[config.mk]
export PLATFORM = sky130hd
export DESIGN_NAME = tlut_prod_gen
export DESIGN_NICKNAME = d
export VERILOG_FILES = /design/src/rtl/tlut_pkg.sv /design/src/rtl/tlut_ramp_acc.sv /design/src/rtl/tlut_prod_gen.sv
export SDC_FILE = /design/constraint.sdc
export NUM_CORES = 2
export LEC_CHECK = 0
export BUFFER_PORTS_ARGS = -buffer_cell sky130_fd_sc_hd__buf_2
export CORE_AREA = 2 2 564 566
export DETAILED_ROUTE_END_ITERATION = 8
export DIE_AREA = 0 0 566 568
export HOLD_SLACK_MARGIN = 0.1
export SYNTH_ARGS = -nofsm -noshare
export SYNTH_HDL_FRONTEND = slang
export SYNTH_HIERARCHICAL = 1
export SYNTH_SLANG_ARGS = --single-unit
[constraint.sdc]
create_clock -name clk -period 41 [get_ports clk]
set_input_delay 8.2 -clock clk [delete_from_list [all_inputs] [get_ports clk]]
set_output_delay 8.2 -clock clk [all_outputs]
set_load 0.05 [all_outputs]
[src/rtl/tlut_pkg.sv]
// tlut_pkg: shared state type, default geometry and helpers for the temporal-LUT product generator.
package tlut_pkg;
    localparam int DEF_DIM        = 3;
    localparam int DEF_DATA_WIDTH = 8;
    localparam int DIM_SQ         = DEF_DIM * DEF_DIM;
    localparam int RAMP_W         = DEF_DATA_WIDTH + 1;
    localparam int MAX_W          = 32;

    typedef enum logic [1:0] {IDLE, RUN, HOLD} state_e;

    function automatic logic [MAX_W-1:0] max_of(input logic [MAX_W-1:0] x, input logic [MAX_W-1:0] y);
        return (x > y) ? x : y;
    endfunction
endpackage

[src/rtl/tlut_ramp_acc.sv]
// tlut_ramp_acc: per-column accumulator holding t*b_c, advanced by b_c once per ramp step.
module tlut_ramp_acc #(
    parameter int DATA_WIDTH = 8,
    parameter int ACC_W      = 2 * DATA_WIDTH
) (
    input  logic                  clk,
    input  logic                  clear_i,
    input  logic                  en_i,
    input  logic [DATA_WIDTH-1:0] b_c_i,
    output logic [ACC_W-1:0]      acc_o
);
    logic [ACC_W-1:0] acc_q, acc_d;

    always_comb acc_d = clear_i ? '0 : en_i ? acc_q + ACC_W'(b_c_i) : acc_q;

    always_ff @(posedge clk) acc_q <= acc_d;

    assign acc_o = acc_q;
endmodule

[src/rtl/tlut_prod_gen.sv]
// tlut_prod_gen: sweeps a time ramp and latches t*b[c] into prod[r][c] when t hits a[r],
// producing the full outer product a[r]*b[c] behind a valid/ready handshake.
module tlut_prod_gen
    import tlut_pkg::*;
#(
    parameter int DIM        = DEF_DIM,
    parameter int DATA_WIDTH = DEF_DATA_WIDTH,
    parameter int ACC_WIDTH  = 2 * DATA_WIDTH
) (
    input  logic                                            clk,
    input  logic                                            rst,
    input  logic                                            in_valid,
    output logic                                            in_ready,
    input  logic [DIM*DIM-1:0][DATA_WIDTH-1:0]              a,
    input  logic [DIM*DIM-1:0][DATA_WIDTH-1:0]              b,
    output logic                                            out_valid,
    input  logic                                            out_ready,
    output logic [DIM*DIM-1:0][DIM*DIM-1:0][ACC_WIDTH-1:0]  prod
);
    localparam int N  = DIM * DIM;
    localparam int TW = DATA_WIDTH + 1;
    localparam int PW = 2 * DATA_WIDTH;

    if (ACC_WIDTH < 2 * DATA_WIDTH) begin : g_acc_width_check
        $error("ACC_WIDTH must be at least 2*DATA_WIDTH");
    end

    state_e                                 state_q, state_d;
    logic [TW-1:0]                          t_q;
    logic [N-1:0][DATA_WIDTH-1:0]           a_q, b_q;
    logic [DATA_WIDTH-1:0]                  amax_q, amax_d;
    logic [N-1:0][PW-1:0]                   acc;
    logic [N-1:0][N-1:0][ACC_WIDTH-1:0]     prod_q;
    logic [N-1:0]                           hit;
    logic [MAX_W-1:0]                       max_w;
    logic                                   load, run, done;

    assign load = (state_q == IDLE) && in_valid;
    assign run  = (state_q == RUN);
    assign done = run && (t_q == TW'(amax_q));

    always_comb begin
        max_w = '0;
        for (int r = 0; r < N; r++) max_w = max_of(max_w, MAX_W'(a[r]));
        amax_d = DATA_WIDTH'(max_w);
    end

    // One comparator per row; its result gates the capture of every column in that row.
    always_comb begin
        hit = '0;
        for (int r = 0; r < N; r++) hit[r] = (TW'(a_q[r]) == t_q);
    end

    always_comb begin
        state_d = state_q;
        case (state_q)
            IDLE:    state_d = in_valid  ? RUN  : IDLE;
            RUN:     state_d = done      ? HOLD : RUN;
            HOLD:    state_d = out_ready ? IDLE : HOLD;
            default: state_d = IDLE;
        endcase
    end

    always_ff @(posedge clk) state_q <= rst ? IDLE : state_d;

    always_ff @(posedge clk) begin
        if (rst) begin
            t_q    <= '0;
            prod_q <= '0;
        end else if (load) begin
            a_q    <= a;
            b_q    <= b;
            amax_q <= amax_d;
            t_q    <= '0;
            prod_q <= '0;
        end else if (run) begin
            t_q <= t_q + TW'(1);
            for (int r = 0; r < N; r++)
                if (hit[r])
                    for (int c = 0; c < N; c++) prod_q[r][c] <= ACC_WIDTH'(acc[c]);
        end
    end

    for (genvar c = 0; c < N; c++) begin : g_col
        tlut_ramp_acc #(.DATA_WIDTH(DATA_WIDTH), .ACC_W(PW)) u_acc (
            .clk     (clk),
            .clear_i (rst || load),
            .en_i    (run),
            .b_c_i   (b_q[c]),
            .acc_o   (acc[c])
        );
    end

    assign in_ready  = (state_q == IDLE) && !rst;
    assign out_valid = (state_q == HOLD);
    assign prod      = prod_q;
endmodule

==> results.yml <==
final_layout:
  layout.cells.most_common: "nand2_1"
  synthToLayoutAreaGrowth_pct: 27.9
  layout-drive-gt1-share: 0.218
  seq_area_sq_um: 33600
  final_cell_mix: "2681 x nand2_1, 1445 x buf_2, 1443 x dfxtp_1, 1428 x a21oi_1, 194 x clkbuf_16"
  fill_cells: 34518
  multiInputGateArea_sq_um: 26000
  nNetsFinal: 8942
route:
  wl_mm: 278
  drtPass1Iterations: 5
  routed_via_density: 4.47
  drc_errors: 0
  num_vias: 58243
  wl_per_cell_microns: 21.4
  final_antenna_net_count: 0
  drt-initial-drc-count: 4863
clock_tree:
  clk-insertion-delay-late_ns: 0.85
  cts_tree: "built"
  cts-root-buf: "clkbuf_16"
  clkTransAtPathRegs_ns: 0.06
  cts_setup_buffers: 0
  clockBufferDepth: 4
  ctsResizeCount: 0
  cts_max_level: 4
  cts_buffers: 184
  cts.sinks: 1603
  hold_buffers: 0
placed_design:
  gp_congestion: 0.861
  detailed_place_hpwl_mm: 196
  io_buffers: 1445
sta:
  tightest_slew_ns: 1.17
  fin_setup_tns_ns: 0
  setup_viol: 0
  whs_ns: 0.445
  period_needed_ns: 22.33
  skew_ns: 0.0598
  rsz0062_at_grt: "no"
  worst_slew_margin_rel: 0.221
  fmax_ghz: 0.0448
  drv_slew: 0
  finalHoldViolCount: 0
  finalCritPeriodShare: 0.545
job:
  cap_violations: 0
yosys:
  netlist_instances: 7544
  yosysSeqAreaShare: 0.539
  synth.distinct_cells: 67
  synthArstFlopShare: 0
  avgSynthCellArea_sq_um: 8.26
  yosys_warnings: 6
  synth_edf_count: 152
  syn_area_sq_um: 62300
  synth_seq_cells: 1603
  synthFlopType: "dfxtp_1"
  postSynthNetCount: 7838
worst_setup_path:
  crit_path_frequent_cell: "ha_1"
  cp-end-kind: "register"
  slowest_delay_ns: 0.86
  cp-start-kind: "input pin"
  worstPathRequired_ns: 41.56
  critical_path.slowest_cell: "o31ai_4"
  worstPathArrival_ns: 22.88
  critPathKind: "input pin to register"
  worstPathMaxFanout: 27
floorplan:
  die_w_microns: 566
  die-area_sq_um: 321000
  initial_core_util: 0.197
  die_y_microns: 568
  rows: 207
  ios: 1446
  core-area_sq_um: 316000
grt:
  met3_usage: 0.0444
  grt_pass1_wl_mm: 388
  grt_pass1_vias: 53105
  grtUsageTotal: 0.163
  antenna_found_initial: 67
  use_met2: 0.264
  grt_max_degree: 146
  busiest_layer: "met2"
  overflow: 0
  met1_usage: 0.201
power:
  p_comb_frac: 0.087
  ir_drop_mv: 0.0294
  powerDensity_nw_per_um2: 46.3
  p_int_mw: 2.74
  swShare: 0.257
  leakage_nw: 30.7
  p_sw_uw: 950
  power.share.clock: 0.473
  sequentialPowerShare: 0.441
status:
  status: "complete, no violations"
worst_hold_path:
  min_path_type: "register to register"
[final cells by class]
cell class                      instances  area share
Antenna cell                           37     0.00116
Timing Repair Buffer                 1547       0.101
Sequential cell                      1603       0.422
Multi-Input combinational cell       5220       0.326
Clock inverter                         67      0.0119
Inverter                               92     0.00443
Tap cell                             4180      0.0656
Clock buffer                          271      0.0683
[synth_stat cells, types with 5 or more instances]
library cell  number  area [sq um]
mux2i_1           47           470
nor4b_1            9          78.8
a31oi_2            5          62.6
dfxtp_1         1451         29000
or3_1             40           250
nand2b_1          25           156
and4_1             9          78.8
and3_1            26           163
a21o_1            43           323
a41o_1             7          70.1
o21a_1            27           203
nor3_1            14          70.1
a221oi_2           5          75.1
buf_6              7          78.8
ha_1             137          1710
nor4_1            30           188
a211oi_2          14           175
o21ai_1           19          95.1
nor2b_1           16           100
a21oi_1         1428          7150
o21bai_1          11          82.6
nand4_1           26           163
buf_1             13          48.8
xnor2_1           58           508
edfxtp_1         152          4560
clkbuf_1         492          1850
nand3_1           74           370
mux2_2             8          90.1
buf_2            116           581
a211o_1           11          96.3
nand2_1         2681         10100
inv_1             91           342
o22a_2             6          60.1
nor3b_1            9          67.6
o21ai_0           81           405
o211ai_1          13          97.6
nor2_1           145           544
mux2_1             5          56.3
o22ai_1           11          68.8
a211oi_1          38           285
xor2_1            91           797
fa_1               9           180
[metal layers]
metal  vias to the layer above  wire length (microns)
met5                         -                    323
li1                      27098                      -
met2                      2563                 127000
met3                       573                  23900
met1                     27959                 114000
met4                        50                  13000
[power by group through the flow]
stage	clock, mW	combinational (mW)	sequential, mW
6_report	1.74	0.320	1.63
4_1_cts	1.77	0.319	1.63
3_5_place_dp	0	0.317	1.66
2_1_floorplan	0	0.242	1.64
3_3_place_gp	0	0.322	1.66
5_1_grt	1.84	0.355	1.63
[metrics by stage]
step           cells  instance area (sq um)  utilization  power [mW]  setup WS [ns]
2_1_floorplan   7544                  62300            -        1.88          19.44
6_report       13017                  79700        0.252        3.69          18.67
5_1_grt        12992                  79700        0.252        3.82          17.75
3_5_place_dp   12642                  73200        0.232        1.98          17.93
3_3_place_gp   12642                  73200        0.232        1.98          17.66
4_1_cts        12980                  79600        0.252        3.72          18.83
[cells by family (layout without fill, tap and decap cells)]
family                   after synthesis  after routing  synth area share
adder cells (fa/ha/maj)              146            146            0.0304
AND/OR/NAND/NOR                     3116           3116             0.199
multiplexers                          60             60           0.00990
AO/OA/AOI/OAI                       1749           1749             0.154
other                                  0             37                 0
buffers and inverters                721           1977            0.0469
XOR/XNOR                             149            149            0.0209
flip-flops                          1603           1603             0.539
[state kept, by name, indices dropped and copies added, names as in the netlist]
register / count
prod: 1296
a_q: 72
amax_q: 8
state_q: 2
g_col.u_acc/acc_o: 144
b_q: 72
t_q: 9
[critical path, delay by kind of cell]
family / cells / cell delay (ns)
simple gates: 13 / 2.84
fa+ha+maj: 8 / 2.51
compound gates: 33 / 7.22
mux: 2 / 0.88
buf+inv: 6 / 1.21
[final timing paths]
check	start	endpoint	slack, ns	cells past startpoint
setup reg to reg	state_q[1]	g_col[2].u_acc/acc_o[5]	35.68	10
hold / removal	prod[1147]	prod[1147]	0.44	2
setup / recovery	a[1]	amax_q[0]	18.67	62
hold reg to reg	prod[1147]	prod[1147]	0.44	2
Note: power is estimated with default switching activity, not from simulation.
